<file path="src/rtl/lcd_bus_receiver_if.sv">
// lcd_bus_receiver_if: HD44780-style character-LCD bus bundle.
// master drives DATA/RS/RW/EN; slave (the receiver) only observes them.
interface lcd_bus_receiver_if;
    logic [7:0] LCD_DATA;
    logic       LCD_RS;
    logic       LCD_RW;
    logic       LCD_EN;

    modport master (
        output LCD_DATA,
        output LCD_RS,
        output LCD_RW,
        output LCD_EN
    );

    modport slave (
        input LCD_DATA,
        input LCD_RS,
        input LCD_RW,
        input LCD_EN
    );
endinterface

</file>
<file path="src/rtl/lcd_bus_receiver.sv">
// lcd_bus_receiver: passive far end of the character-LCD bus. Decodes EN strobes
// into commands/characters, tracks the DDRAM address counter and mirrors the
// visible 2x16 screen into a 32-entry buffer.
// Ports: iCLK/iRST_N (async active-low), bus (slave modport: DATA/RS/RW/EN),
// iRD_ADDR -> oRD_CHAR (registered readout), oCMD_VALID/oCMD, oCHAR_VALID/
// oCHAR/oCHAR_ADDR, oCURSOR (AC), oDISP_ON, oFRAME_DONE, oERR.
module lcd_bus_receiver #(
    parameter int SYNC_STAGES = 2,
    parameter int MIN_EN_HIGH = 4
) (
    input  logic                iCLK,
    input  logic                iRST_N,
    lcd_bus_receiver_if.slave   bus,
    input  logic [4:0]          iRD_ADDR,
    output logic [7:0]          oRD_CHAR,
    output logic                oCMD_VALID,
    output logic [7:0]          oCMD,
    output logic                oCHAR_VALID,
    output logic [7:0]          oCHAR,
    output logic [4:0]          oCHAR_ADDR,
    output logic [6:0]          oCURSOR,
    output logic                oDISP_ON,
    output logic                oFRAME_DONE,
    output logic                oERR
);

    localparam int CW = $clog2(MIN_EN_HIGH + 1);
    localparam logic [CW-1:0] CNT_MIN = CW'(MIN_EN_HIGH);

    localparam logic [1:0] S_IDLE   = 2'd0;
    localparam logic [1:0] S_EN_HI  = 2'd1;
    localparam logic [1:0] S_DECODE = 2'd2;
    localparam logic [1:0] S_CLEAR  = 2'd3;

    // sync bundle: {EN, RS, RW, DATA[7:0]}
    logic [10:0] sync_q [SYNC_STAGES];
    logic        s_en, s_rs, s_rw;
    logic [7:0]  s_dat;

    assign {s_en, s_rs, s_rw, s_dat} = sync_q[SYNC_STAGES-1];

    always_ff @(posedge iCLK or negedge iRST_N) begin
        if (!iRST_N) begin
            for (int i = 0; i < SYNC_STAGES; i++) sync_q[i] <= '0;
        end else begin
            sync_q[0] <= {bus.LCD_EN, bus.LCD_RS, bus.LCD_RW, bus.LCD_DATA};
            for (int i = 1; i < SYNC_STAGES; i++) sync_q[i] <= sync_q[i-1];
        end
    end

    function automatic logic [6:0] ac_inc(input logic [6:0] a);
        if (a == 7'h27)      return 7'h40;
        else if (a == 7'h67) return 7'h00;
        else                 return a + 7'd1;
    endfunction

    function automatic logic [6:0] ac_dec(input logic [6:0] a);
        if (a == 7'h00)      return 7'h67;
        else if (a == 7'h40) return 7'h27;
        else                 return a - 7'd1;
    endfunction

    logic [1:0]    state_q, state_d;
    logic [CW-1:0] cnt_q, cnt_d;
    logic          en_prev_q;
    logic          rs_q, rs_d;
    logic [7:0]    dat_q, dat_d;
    logic [6:0]    ac_q, ac_d;
    logic          id_q, id_d;
    logic          cg_q, cg_d;
    logic          disp_q, disp_d;
    logic [7:0]    cmd_q, cmd_d;
    logic [7:0]    char_q, char_d;
    logic [4:0]    caddr_q, caddr_d;
    logic          cmdv_q, cmdv_d;
    logic          charv_q, charv_d;
    logic          frame_q, frame_d;
    logic          err_q, err_d;
    logic [4:0]    clr_q, clr_d;
    logic [7:0]    buf_q [32];
    logic [7:0]    rd_q;
    logic          wr_en;
    logic [4:0]    wr_idx;
    logic [7:0]    wr_dat;

    // Command class decode; one-hot so the decoder below is unique.
    logic c_ddram, c_cgram, c_func, c_shift, c_disp, c_entry, c_home, c_clear;
    always_comb begin
        c_ddram = dat_q[7];
        c_cgram = dat_q[7:6] == 2'b01;
        c_func  = dat_q[7:5] == 3'b001;
        c_shift = dat_q[7:4] == 4'b0001;
        c_disp  = dat_q[7:3] == 5'b00001;
        c_entry = dat_q[7:2] == 6'b000001;
        c_home  = dat_q[7:1] == 7'b0000001;
        c_clear = dat_q == 8'h01;
    end

    // Line 1 is AC 0x00-0x0F, line 2 is AC 0x40-0x4F -> index {AC[6],AC[3:0]}.
    logic       in_win;
    logic [4:0] win_idx;
    assign in_win  = (ac_q[5:4] == 2'b00) && (ac_q[6:4] != 3'b010)
                     && (ac_q[6:4] != 3'b110);
    assign win_idx = {ac_q[6], ac_q[3:0]};

    always_comb begin
        state_d = state_q;
        cnt_d   = cnt_q;
        rs_d    = rs_q;
        dat_d   = dat_q;
        ac_d    = ac_q;
        id_d    = id_q;
        cg_d    = cg_q;
        disp_d  = disp_q;
        cmd_d   = cmd_q;
        char_d  = char_q;
        caddr_d = caddr_q;
        clr_d   = clr_q;
        cmdv_d  = 1'b0;
        charv_d = 1'b0;
        frame_d = 1'b0;
        err_d   = 1'b0;
        wr_en   = 1'b0;
        wr_idx  = '0;
        wr_dat  = '0;
        unique case (state_q)
            S_IDLE: begin
                if (s_en) begin
                    state_d = S_EN_HI;
                    cnt_d   = CW'(1);
                end
            end
            S_EN_HI: begin
                if (s_en) begin
                    if (cnt_q < CNT_MIN) cnt_d = cnt_q + CW'(1);
                end else if (s_rw || cnt_q < CNT_MIN) begin
                    state_d = S_IDLE;
                    err_d   = 1'b1;
                end else begin
                    state_d = S_DECODE;
                    rs_d    = s_rs;
                    dat_d   = s_dat;
                end
            end
            S_DECODE: begin
                state_d = S_IDLE;
                if (!rs_q) begin
                    cmdv_d = 1'b1;
                    cmd_d  = dat_q;
                    unique case (1'b1)
                        c_ddram: begin
                            ac_d = dat_q[6:0];
                            cg_d = 1'b0;
                        end
                        c_cgram: cg_d = 1'b1;
                        c_func:  ;
                        c_shift: begin
                            if (!dat_q[3])
                                ac_d = dat_q[2] ? ac_inc(ac_q) : ac_dec(ac_q);
                        end
                        c_disp:  disp_d = dat_q[2];
                        c_entry: id_d = dat_q[1];
                        c_home:  ac_d = '0;
                        c_clear: begin
                            ac_d    = '0;
                            id_d    = 1'b1;
                            cg_d    = 1'b0;
                            clr_d   = '0;
                            state_d = S_CLEAR;
                        end
                        default: ;
                    endcase
                end else if (!cg_q) begin
                    if (in_win) begin
                        wr_en   = 1'b1;
                        wr_idx  = win_idx;
                        wr_dat  = dat_q;
                        charv_d = 1'b1;
                        char_d  = dat_q;
                        caddr_d = win_idx;
                        frame_d = (win_idx == 5'd31);
                    end
                    ac_d = id_q ? ac_inc(ac_q) : ac_dec(ac_q);
                end
            end
            S_CLEAR: begin
                wr_en  = 1'b1;
                wr_idx = clr_q;
                wr_dat = 8'h20;
                clr_d  = clr_q + 5'd1;
                if (clr_q == 5'd31) state_d = S_IDLE;
                // strobes finishing while the screen is wiped are lost
                if (en_prev_q && !s_en) err_d = 1'b1;
            end
            default: state_d = S_IDLE;
        endcase
    end

    always_ff @(posedge iCLK or negedge iRST_N) begin
        if (!iRST_N) begin
            state_q   <= S_IDLE;
            cnt_q     <= '0;
            en_prev_q <= 1'b0;
            rs_q      <= 1'b0;
            dat_q     <= '0;
            ac_q      <= '0;
            id_q      <= 1'b1;
            cg_q      <= 1'b0;
            disp_q    <= 1'b0;
            cmd_q     <= '0;
            char_q    <= '0;
            caddr_q   <= '0;
            clr_q     <= '0;
            cmdv_q    <= 1'b0;
            charv_q   <= 1'b0;
            frame_q   <= 1'b0;
            err_q     <= 1'b0;
        end else begin
            state_q   <= state_d;
            cnt_q     <= cnt_d;
            en_prev_q <= s_en;
            rs_q      <= rs_d;
            dat_q     <= dat_d;
            ac_q      <= ac_d;
            id_q      <= id_d;
            cg_q      <= cg_d;
            disp_q    <= disp_d;
            cmd_q     <= cmd_d;
            char_q    <= char_d;
            caddr_q   <= caddr_d;
            clr_q     <= clr_d;
            cmdv_q    <= cmdv_d;
            charv_q   <= charv_d;
            frame_q   <= frame_d;
            err_q     <= err_d;
        end
    end

    // Read samples the pre-write contents, so same-cycle read/write gives old data.
    always_ff @(posedge iCLK or negedge iRST_N) begin
        if (!iRST_N) begin
            for (int i = 0; i < 32; i++) buf_q[i] <= 8'h20;
            rd_q <= '0;
        end else begin
            if (wr_en) buf_q[wr_idx] <= wr_dat;
            rd_q <= buf_q[iRD_ADDR];
        end
    end

    assign oRD_CHAR    = rd_q;
    assign oCMD_VALID  = cmdv_q;
    assign oCMD        = cmd_q;
    assign oCHAR_VALID = charv_q;
    assign oCHAR       = char_q;
    assign oCHAR_ADDR  = caddr_q;
    assign oCURSOR     = ac_q;
    assign oDISP_ON    = disp_q;
    assign oFRAME_DONE = frame_q;
    assign oERR        = err_q;

endmodule
</file>
<file path="src/flat_wrapper.sv">
// flat-port wrapper written by rule: the top's interface ports become plain ports
module lcd_bus_receiver_flat 
#(
    parameter int SYNC_STAGES = 2,
    parameter int MIN_EN_HIGH = 4
)
  (iCLK, iRST_N, iRD_ADDR, oRD_CHAR, oCMD_VALID, oCMD, oCHAR_VALID, oCHAR, oCHAR_ADDR, oCURSOR, oDISP_ON, oFRAME_DONE, oERR, bus_LCD_DATA, bus_LCD_RS, bus_LCD_RW, bus_LCD_EN);
  lcd_bus_receiver_if bus_i ();
  input  logic iCLK;
  input  logic iRST_N;
  input  logic [4:0] iRD_ADDR;
  output logic [7:0] oRD_CHAR;
  output logic oCMD_VALID;
  output logic [7:0] oCMD;
  output logic oCHAR_VALID;
  output logic [7:0] oCHAR;
  output logic [4:0] oCHAR_ADDR;
  output logic [6:0] oCURSOR;
  output logic oDISP_ON;
  output logic oFRAME_DONE;
  output logic oERR;
  input wire logic [$bits(bus_i.LCD_DATA)-1:0] bus_LCD_DATA;
  input wire logic [$bits(bus_i.LCD_RS)-1:0] bus_LCD_RS;
  input wire logic [$bits(bus_i.LCD_RW)-1:0] bus_LCD_RW;
  input wire logic [$bits(bus_i.LCD_EN)-1:0] bus_LCD_EN;
  assign bus_i.LCD_DATA = bus_LCD_DATA;
  assign bus_i.LCD_RS = bus_LCD_RS;
  assign bus_i.LCD_RW = bus_LCD_RW;
  assign bus_i.LCD_EN = bus_LCD_EN;
  lcd_bus_receiver #(.SYNC_STAGES(SYNC_STAGES), .MIN_EN_HIGH(MIN_EN_HIGH)) u_core (.iCLK(iCLK), .iRST_N(iRST_N), .bus(bus_i), .iRD_ADDR(iRD_ADDR), .oRD_CHAR(oRD_CHAR), .oCMD_VALID(oCMD_VALID), .oCMD(oCMD), .oCHAR_VALID(oCHAR_VALID), .oCHAR(oCHAR), .oCHAR_ADDR(oCHAR_ADDR), .oCURSOR(oCURSOR), .oDISP_ON(oDISP_ON), .oFRAME_DONE(oFRAME_DONE), .oERR(oERR));
endmodule
</file>
<file path="config.mk">
export PLATFORM = sky130hd
export DESIGN_NAME = lcd_bus_receiver_flat
export DESIGN_NICKNAME = d
export VERILOG_FILES = /design/src/rtl/lcd_bus_receiver_if.sv /design/src/rtl/lcd_bus_receiver.sv /design/src/flat_wrapper.sv
export SDC_FILE = /design/constraint.sdc
export NUM_CORES = 1
export LEC_CHECK = 0
export CORE_MARGIN = 4
export CORE_UTILIZATION = 25
export CTS_CLUSTER_DIAMETER = 50
export DETAILED_ROUTE_END_ITERATION = 7
export PLACE_DENSITY = 0.49
export SLEW_MARGIN = 20
export SYNTH_ARGS = -nofsm -noshare
export SYNTH_HDL_FRONTEND = slang
export SYNTH_SLANG_ARGS = --single-unit
</file>
<file path="constraint.sdc">
create_clock -name iCLK -period 2.3 [get_ports iCLK]
set_clock_uncertainty 0.1 [all_clocks]
set_input_delay 0.69 -clock iCLK [delete_from_list [all_inputs] [get_ports iCLK]]
set_output_delay 0.69 -clock iCLK [all_outputs]
set_load 0.01 [all_outputs]
</file>
### After elaboration in Yosys (flattened, before gate mapping)

Cells that the tools add are included.

* register bits after elaboration: 341
* latch bits: 0
* RAM bits: 0
* bits in read-only memories: 0
* bits of input ports: 18
* output and inout port bits: 41
* logic and storage cells: 172
* memories kept: 0

* $add $sub $neg: 4
* multipliers: 0
* divide/modulo/power cells: 0
* $lt $le $gt $ge: 4
* eq/ne operators: 25
* shifts and indexed selects: 0
* multiplexer cells: 55
* bitwise gates (word level): 6
* reductions and logical operators: 26

Operator list (count)
* $bwmux 256: 1
* $mux 7: 9
* $mux 8: 6
* $bmux 8 s5: 1
* $demux 8 s5: 1
* $mux 5: 5
* $pmux 7 s3: 1
* $pmux 5 s2: 2
* $reduce_and 3->1: 6
* $pmux 8 s2: 1
* $eq 7x7->1 const B: 2
* $mux 1: 13
* $ge 6x6->1 const B: 2
* $mux 2: 6
* $not 5->6: 2
* $reduce_and 4->1: 3
* $eq 5x5->1 const B: 2
* $ne 2x1->1 const B: 5
* $mux 3: 3
* $eq 8x1->1 const B: 1
* $pmux 1 s2: 4
* $pmux 2 s4: 1
* $reduce_bool 2->1: 4
* $add 7x1->7 const B: 1
* other kinds (25): 38

### Logic depth before layout (Yosys ltp)

Gate-level depths: netlist of run 1.

* word-level depth: 13
* mapped depth: 8
* gate-level depth less buffers: 7

### Least setup slack after synthesis of run 1

Ideal clock, no wire load.

* path kind: input port to flip-flop
* start: input port iRD_ADDR[0]
* end: register u_core.rd_q[3], in the netlist u_core.oRD_CHAR[3]
* arrival: 2.223 ns
* data required time: 2.058 ns
* setup slack: -0.165 ns
* stages: 6
* buffers on the path: 3
* cell sequence: buf_4 > buf_2 > buf_2 > mux4_2 > mux2i_1 > a221oi_1

* word-level cells in the longest chain between the ends: 4

RTL lines
* start, declared: RTL line flat_wrapper.sv:11 `input logic [4:0] iRD_ADDR;`
* $not 5->6 (implied by the code): RTL line lcd_bus_receiver.sv:246 `rd_q <= buf_q[iRD_ADDR];`
* $bmux 8 s5: RTL line lcd_bus_receiver.sv:246
* $mux 8 (implied by the code) (2 in a row): RTL line lcd_bus_receiver.sv:246
* end signal, assigned: RTL line lcd_bus_receiver.sv:246
* end, declared: RTL line lcd_bus_receiver.sv:81 `logic [7:0] rd_q;`

Every way passes these cells. The select of a mux whose other input is x is not followed.
A chain may end at the register's enable or synchronous reset.

### Worst setup path after layout of run 1

* start: register u_core.cg_q
* end: register u_core.buf_q[91] in the netlist's numbering

* word-level cells in the longest chain between the ends: 9
* elaborated cells on any way between the ends: 16
* classes of those cells: order compare: 2; mux: 12; bitwise: 1; reduce/logical: 1

RTL lines
* start, declared: RTL line lcd_bus_receiver.sv:70 `logic cg_q, cg_d;`
* start signal, assigned: RTL line lcd_bus_receiver.sv:226 `cg_q <= cg_d;`
* $mux 5: RTL line lcd_bus_receiver.sv:173 `end else if (!cg_q) begin`
* $mux 5: RTL line lcd_bus_receiver.sv:147 `if (!rs_q) begin`
* $pmux 5 s2: RTL line lcd_bus_receiver.sv:126 `unique case (state_q)`
* $not 5->6 (implied by the code): RTL line lcd_bus_receiver.sv:245 `if (wr_en) buf_q[wr_idx] <= wr_dat;`
* $ge 6x6->1 (implied by the code) / $lt 6x1->1 (equally long branches): RTL line lcd_bus_receiver.sv:245
* $logic_and 1x1->1 (implied by the code): RTL line lcd_bus_receiver.sv:245
* $mux 8 (implied by the code): RTL line lcd_bus_receiver.sv:245
* $demux 8 s5: RTL line lcd_bus_receiver.sv:245
* $bwmux 256: RTL line lcd_bus_receiver.sv:245
* end signal, assigned by index: RTL line lcd_bus_receiver.sv:245
* end, declared: RTL line lcd_bus_receiver.sv:80 `logic [7:0] buf_q [32];`

Parallel ways exist; a longest one is shown, timed or not.

==> results of run 1 <==
-- cells by family (layout without fill, tap and decap cells) --
family,count (synthesis),in the layout,synth area share [%]
xor+xnor,7,7,0.392
fa+ha+maj,5,5,0.400
flops,341,341,54.8
other cells,0,1,0
compound gates,98,98,4.92
mux,371,371,31.0
buf+inv,90,299,2.64
simple gates,164,165,5.77
-- state kept, by name, indices dropped and copies added (netlist names), 7 cells and up --
register,cells
u_core.oRD_CHAR,8
u_core.sync_q,11
u_core.s_dat,8
u_core.oCMD,8
u_core.oCURSOR,7
u_core.oCHAR,8
u_core.buf_q,256
u_core.dat_q,8
-- what timing repair did --
action | CTS | global route
hold buffers | 1 | 0
resized for setup | 97 | 56
endpoints found under the setup margin | 240 | 212
cloned | 1 | 0
buffers inserted | 12 | 13
hold endpoints to repair | 17 | 0
pin swaps | 6 | 15
-- per-stage QoR --
stage	cell area [um2]	total power, mW	setup TNS, ns
after detailed placement	18200	9.66	-9.01
final	20400	17.0	0
after floorplan	15700	8.24	0
after global placement	18200	9.65	-8.51
after CTS	20100	17.2	-0.101
after global routing	20400	17.8	-0.121
-- path summary, 6_finish.rpt --
check | slack [ns] | depth (start not counted) | endpoint | from
setup / recovery | 0.02 | 7 | u_core.buf_q[91] | u_core.cg_q
hold / removal | 0.25 | 0 | u_core.s_dat[0] | u_core.sync_q[11]
setup reg to reg | 0.02 | 7 | u_core.buf_q[91] | u_core.cg_q
hold reg to reg | 0.25 | 0 | u_core.s_dat[0] | u_core.sync_q[11]
max in group asynchronous | 0.88 | 3 | u_core.buf_q[21] | iRST_N
min in group asynchronous | 0.47 | 2 | u_core.buf_q[60] | iRST_N
-- area by class of cell --
cell class,instances,share of cell area [%]
diodes,1,0.0123
clock buffers,59,5.89
clock inverters,25,1.75
inverters,11,0.203
multi-input cells,646,34.8
flip-flops and latches,341,42.1
well taps,837,5.14
repair buffers,204,10.0
-- metal layers --
| layer | part of all wire, % | vias up |
|---|---|---|
| met2 | 46 | 164 |
| met5 | 0 | - |
| met4 | 1.7 | 0 |
| met1 | 49 | 5126 |
| met3 | 3.6 | 45 |
| li1 | - | 4375 |
-- cells in the mapped netlist, drive strengths merged, types with 7 or more instances --
| master | count |
|---|---|
| dfrtp | 308 |
| mux2 | 272 |
| mux4 | 64 |
| nand2 | 60 |
| clkbuf | 47 |
| mux2i | 35 |
| dfstp | 33 |
| buf | 32 |
| nor2 | 24 |
| o21ai | 15 |
| a21oi | 14 |
| a22o | 13 |
| and3 | 13 |
| and2 | 12 |
| a221oi | 11 |
| inv | 11 |
| nor3 | 11 |
| a21o | 8 |
| nand3 | 8 |
| nor2b | 7 |
-- power by group through the flow --
stage / sequential [mW] / clock (mW) / combinational (mW)
after floorplan: 6.75 / 0 / 1.50
after global placement: 6.72 / 0 / 2.92
after detailed placement: 6.72 / 0 / 2.94
after CTS: 6.64 / 7.51 / 3.04
after global routing: 6.66 / 7.75 / 3.40
final: 6.62 / 7.30 / 3.13
-- worst max-delay path: cells and delay by family, from the launching register on --
family                 cells  cell delay (ns)
DFF                        1             0.41
buffers and inverters      2             0.29
AOI/OAI and AO/OA          1             0.15
and+or+nand+nor            3             0.90
muxes                      1             0.29
==> metrics.md, run 1 <==
| Metric | Value |
|---|---|
| Met1 GRT Util | `17.5%` |
| 1st-iter DRT viols | `423` |
| Die area | `66600 um2` |
| CP Data Required Time | `around 2.7 ns` |
| Unrepaired setup endpoints after global routing | `yes` |
| Pwr dens | `837 nW/um2` |
| Die Y-Extent | `approximately 260 um` |
| Lkg Pwr | `9.75 nW` |
| Mapped Cells | `approximately 1100` |
| Total global-route track usage | `about 12%` |
| Peak supply drop | `0.000545 V` |
| Placed insts | `2015` |
| Synth area leaders | `dfrtp_1 (49%), mux2_2 (20%), mux4_2 (9.2%)` |
| Power share of the clock group | `42.8%` |
| # H-tree levels | `2` |
| Nets | `1272` |
| CP Cell Sequence | `and4bb_4 > a32oi_4 > and4bb_2 > buf_6 > nand2_4 > buf_8 > mux2_4` |
| Net switching power | `4.74 mW` |
| Via-per-instance ratio | `4.57` |
| Total iterations of the first detailed-routing run | `5` |
| Die X | `around 260 um` |
| Largest stage delay, worst path | `0.46 ns` |
| Ys Warns | `0` |
| Drt drc | `0` |
| Main synth FF type | `dfrtp_1` |
| Final setup fails | `0` |
| Worst skew pair latency | `0.58 ns` |
| First-pass GRT wire length | `64.2 mm` |
| Crit end category | `register` |
| Power Internal | `about 12 mW` |
| FF+latch count, synth | `341` |
| GR Util met2 | `19.2%` |
| Core Box Area | `approximately 60000 um2` |
| Hold_ws | `0.246 ns` |
| Most common cell after layout, fill and taps aside | `dfrtp_1` |
| Clock tree buffer depth | `3` |
| Sequential Power Share | `between 30% and 40%` |
| Placer Congestion | `approximately 0.77` |
| Max Cap Violations | `0` |
| Share of flip-flops with an asynchronous set or reset | `100%` |
| ANT nets after route | `0` |
| Final wirelength | `about 40 mm` |
| Vias in the first global route | `10400` |
| Overflow left after global routing | `0` |
| Global Route met3 Usage | `2.27%` |
| Syn nets | `between 1000 and 1500` |
| Routed wire length per instance | `19.2 um` |
| CTS tree | `built` |
| Max-slew violations | `0` |
| Post-synth top area cell | `dfrtp_1` |
| Initial antenna violation count | `0` |
| Finished Core Util | `about a third` |
| Fillers | `6066` |
| CTS root buf | `clkbuf_16` |
| Outcome | `finished, final reports clean` |
| CTS buffer count | `45` |
| Clock sink total | `about 340` |
| Slew margin rel. | `between 50% and 60%` |
| Startpoint types | `register` |
| Comb pwr share | `18.3%` |
| Synth cell types | `72` |
| Seq/Total Area, Yosys | `54.8%` |
| Cell Count, Final, Fillers Out | `2124` |
| GR peak layer | `met2` |
| Most frequent cells in the layout | `dfrtp_1 (304), mux2_2 (234), buf_4 (106)` |
| Kind of critical path | `register to register` |
| Worst-path clk slew | `0.06 ns` |
| Buffers added on ports | `58` |
| Min Clock Period, post-route | `2.28 ns` |
| P&R area growth vs syn | `30.2%` |
| Share of cells above drive strength 1 | `51.4%` |
| EDFF count, synth | `0` |
| Largest net degree at the start of global routing | `between 80 and 90` |
| Starting density of the core | `25.3%` |
| Placement Setup Slack | `-0.303 ns` |
| Tcrit/Tclk final | `99.2%` |
| Area of the multi-input gates | `7090 um2` |
| DPL Wire Length | `27.1 mm` |
| Critical Path AT | `2.63 ns` |
| Worst Slack Setup Final | `approximately 0.018 ns` |
| Total vias in the final route | `9710` |
| Synth top area share | `just under 50%` |
| Row count | `91` |
| Worst slew pin tran | `0.693 ns` |
| Final hold viol count | `0` |
| Fmax | `438 MHz` |
| Syn_area_per_cell | `14.5 um2` |
| Crit path max fanout | `8` |
| CP max-delay cell | `and4bb_4` |
| Netlist Area Pre-Place | `15600 um2` |
| Worst min path class | `register to register` |
| Net Sw Frac | `between 20 and 30%` |
| Sequential cell area | `8580 um2` |
| I/O Pins | `59` |
No activity file was read; power rests on OpenSTA's default activity.
==> run 2: changes to the inputs <==
--- a/config.mk
+++ b/config.mk
@@ -9,7 +9,7 @@
 export CORE_UTILIZATION = 25
 export CTS_CLUSTER_DIAMETER = 50
 export DETAILED_ROUTE_END_ITERATION = 7
-export PLACE_DENSITY = 0.49
+export PLACE_DENSITY = 0.47
 export SLEW_MARGIN = 20
 export SYNTH_ARGS = -nofsm -noshare
 export SYNTH_HDL_FRONTEND = slang
==> constraint.sdc (replaced) <==
create_clock -name iCLK -period 2.7 [get_ports iCLK]
set_clock_uncertainty 0.1 [all_clocks]
set_input_delay 0.81 -clock iCLK [delete_from_list [all_inputs] [get_ports iCLK]]
set_output_delay 0.81 -clock iCLK [all_outputs]
set_load 0.01 [all_outputs]
==> metrics.md, run 2 (same netlist as run 1, synthesis figures left out) <==
| Metric | Value |
|---|---|
| Outcome | `finished, final reports clean` |
| CTS root buf | `clkbuf_16` |
| P&R area growth vs syn | `23.3%` |
| # diodes | `0` |
| Final setup fails | `0` |
| Row count | `91` |
| Vias in the first global route | `10300` |
| Unrepaired setup endpoints after global routing | `no` |
| Buffers added on ports | `58` |
| Total iterations of the first detailed-routing run | `4` |
| Worst skew pair latency | `~0.57 ns` |
| Core Box Area | `between 60000 and 70000 um2` |
| Reg2reg end | `u_core.buf_q[179]` |
| Delay-heaviest family, CP | `buffers and inverters` |
| Overflow left after global routing | `0` |
| Hold buffer count at cts | `0` |
| Most common cell after layout, fill and taps aside | `dfrtp_1` |
| Via-per-instance ratio | `roughly 4.6` |
| Die Y-Extent | `258 um` |
| Largest register FFs | `256` |
| Peak supply drop | `0.000436 V` |
| Pwr dens | `between 700 and 800 nW/um2` |
| ANT nets after route | `0` |
| CP Cell Sequence | `buf_4 > clkdlybuf4s50_1` |
| DPL Wire Length | `27.2 mm` |
| Routed wire length per instance | `20.1 um` |
| Largest registers in the final layout | `u_core.buf_q (256), u_core.sync_q (11)` |
| Final hold viol count | `0` |
| Share of cells above drive strength 1 | `46.7%` |
| Fmax | `382 MHz` |
| Nets | `about 1200` |
| Worst min path class | `primary input to asynchronous set/reset pin` |
| Total vias in the final route | `approximately 9400` |
| Levels on crit path | `2` |
| Initial antenna violation count | `0` |
| Max Cap Violations | `0` |
| I/O Pins | `59` |
| CTS tree | `built` |
| Tcrit/Tclk final | `96.8%` |
| 1st-iter DRT viols | `approximately 460` |
| FF-to-FF Start | `u_core.state_q[0]` |
| CTS buffer count | `47` |
| Most frequent cells in the layout | `dfrtp_1 (305), mux2_2 (271), mux4_2 (64)` |
| # H-tree levels | `2` |
| Crit path max fanout | `6` |
| Sum Neg Setup Slack | `0 ns` |
| Cell Count, Final, Fillers Out | `just over 2000` |
| Worst slew pin tran | `about 0.65 ns` |
| Drt drc | `0` |
| Die area | `66600 um2` |
| Kind of critical path | `register to output pin` |
| Max-slew violations | `0` |
| Lkg Pwr | `8.84 nW` |
| Worst-path clk slew | `0.06 ns` |
| Placed insts | `1958` |
| Slew margin rel. | `56.4%` |
| Clock sink total | `between 300 and 400` |
| Fillers | `a little over 6000` |
| Crit path buf inv count | `2` |
| Final wirelength | `41.1 mm` |
| Placer Congestion | `approximately 0.78` |
| Critical Path Sink | `oCURSOR[5]` |
| Largest stage delay, worst path | `0.55 ns` |
| Critical Path AT | `1.70 ns` |
| CP Data Required Time | `around 1.8 ns` |
| Top reg by flops | `u_core.buf_q` |
| First-pass GRT wire length | `64.5 mm` |
| Starting density of the core | `25.3%` |
| Largest net degree at the start of global routing | `around 60` |
| Reg2reg setup slack | `0.15 ns` |
| Crit path from | `u_core.oCURSOR[5]` |
| Overall Power | `approximately 14 mW` |
| Total global-route track usage | `12.4%` |
| Clock tree buffer depth | `3` |
| Min Clock Period, post-route | `2.61 ns` |
| Startpoint types | `register` |
| CP max-delay cell | `clkdlybuf4s50_1` |
| Worst Reg-to-Reg Cells | `6` |
| Die X | `258 um` |
| Crit end category | `output pin` |
==> run 2: cell types whose count changed in the layout (fill, tap and decap cells not counted), sizes merged <==
cell,previous run,this run
clkbuf,59,60
clkdlybuf4s50,16,54
inv,16,18
and4bb,3,2
dlygate4sd3,1,0
dlygate4sd2,31,0
buf,150,71
dlymetal6s2s,6,0
bufinv,7,6
diode,1,0
clkinvlp,3,5
==> run 2: worst min path at each step <==
stage,to,slack (ns),cells after the start
finish,u_core.buf_q[169],0.07,1
global route,u_core.buf_q[169],0.08,1
detailed placement,u_core.s_dat[0],0.24,0
floorplan,u_core.s_dat[0],0.23,0
CTS,u_core.buf_q[169],0.06,1
global placement,u_core.s_dat[4],0.23,0
==> run 2: layout make-up <==
| type | count | area (um2) | share of cell area [%] |
|---|---|---|---|
| clock inverter | 28 | 354 | 1.84 |
| clock buffer | 60 | 1320 | 6.83 |
| inverter | 11 | 41.3 | 0.214 |
| multi-input combinational | 645 | 6660 | 34.6 |
| tap | 837 | 1050 | 5.43 |
| sequential | 341 | 8580 | 44.5 |
| timing repair buffer | 125 | 1280 | 6.62 |
==> run 2: where the power goes <==
| part | leakage [nW] | internal [mW] | switching [mW] | total (mW) |
|---|---|---|---|---|
| logic | 3.49 | 1.04 | 1.21 | 2.24 |
| clock network | 0.809 | 4.07 | 2.45 | 6.51 |
| registers | 4.54 | 5.40 | 0.316 | 5.72 |
| total | 8.84 | 10.5 | 3.97 | 14.5 |
==> run 2: worst reg2reg max path, delay by kind of cell (launching register included) <==
kind / cells / cell delay (ns)
and+or+nand+nor: 3 / 0.83
AOI/OAI and AO/OA: 1 / 0.50
DFF: 1 / 0.40
muxes: 1 / 0.35
buffers and inverters: 1 / 0.24
==> run 2: what timing repair did <==
| item | 4_1_cts | 5_1_grt |
|---|---|---|
| buffers inserted | 1 | 0 |
| endpoints found under the hold margin | 0 | 0 |
| resized for setup | 1 | 2 |
| setup endpoints to repair | 1 | 2 |
| gates cloned | 0 | 0 |
==> run 2: through the flow <==
stage          worst slack [ns]  hold slack, ns  util, %  instance area [um2]
2_1_floorplan             0.115           0.231        -                15600
3_3_place_gp            -0.0543           0.233     28.5                17600
3_5_place_dp            -0.0602           0.236     28.5                17600
4_1_cts                 0.00159          0.0572     31.2                19300
5_1_grt                 0.00571          0.0763     31.2                19300
6_report                 0.0852          0.0708     31.2                19300
==> run 2: metal layers <==
layer	share of wire, %	routed length (um)	track usage, %
met4	2.1	847	3.30
met3	4.8	1970	2.91
met1	48	19500	17.5
met5	0	0	0
met2	46	18700	19.3
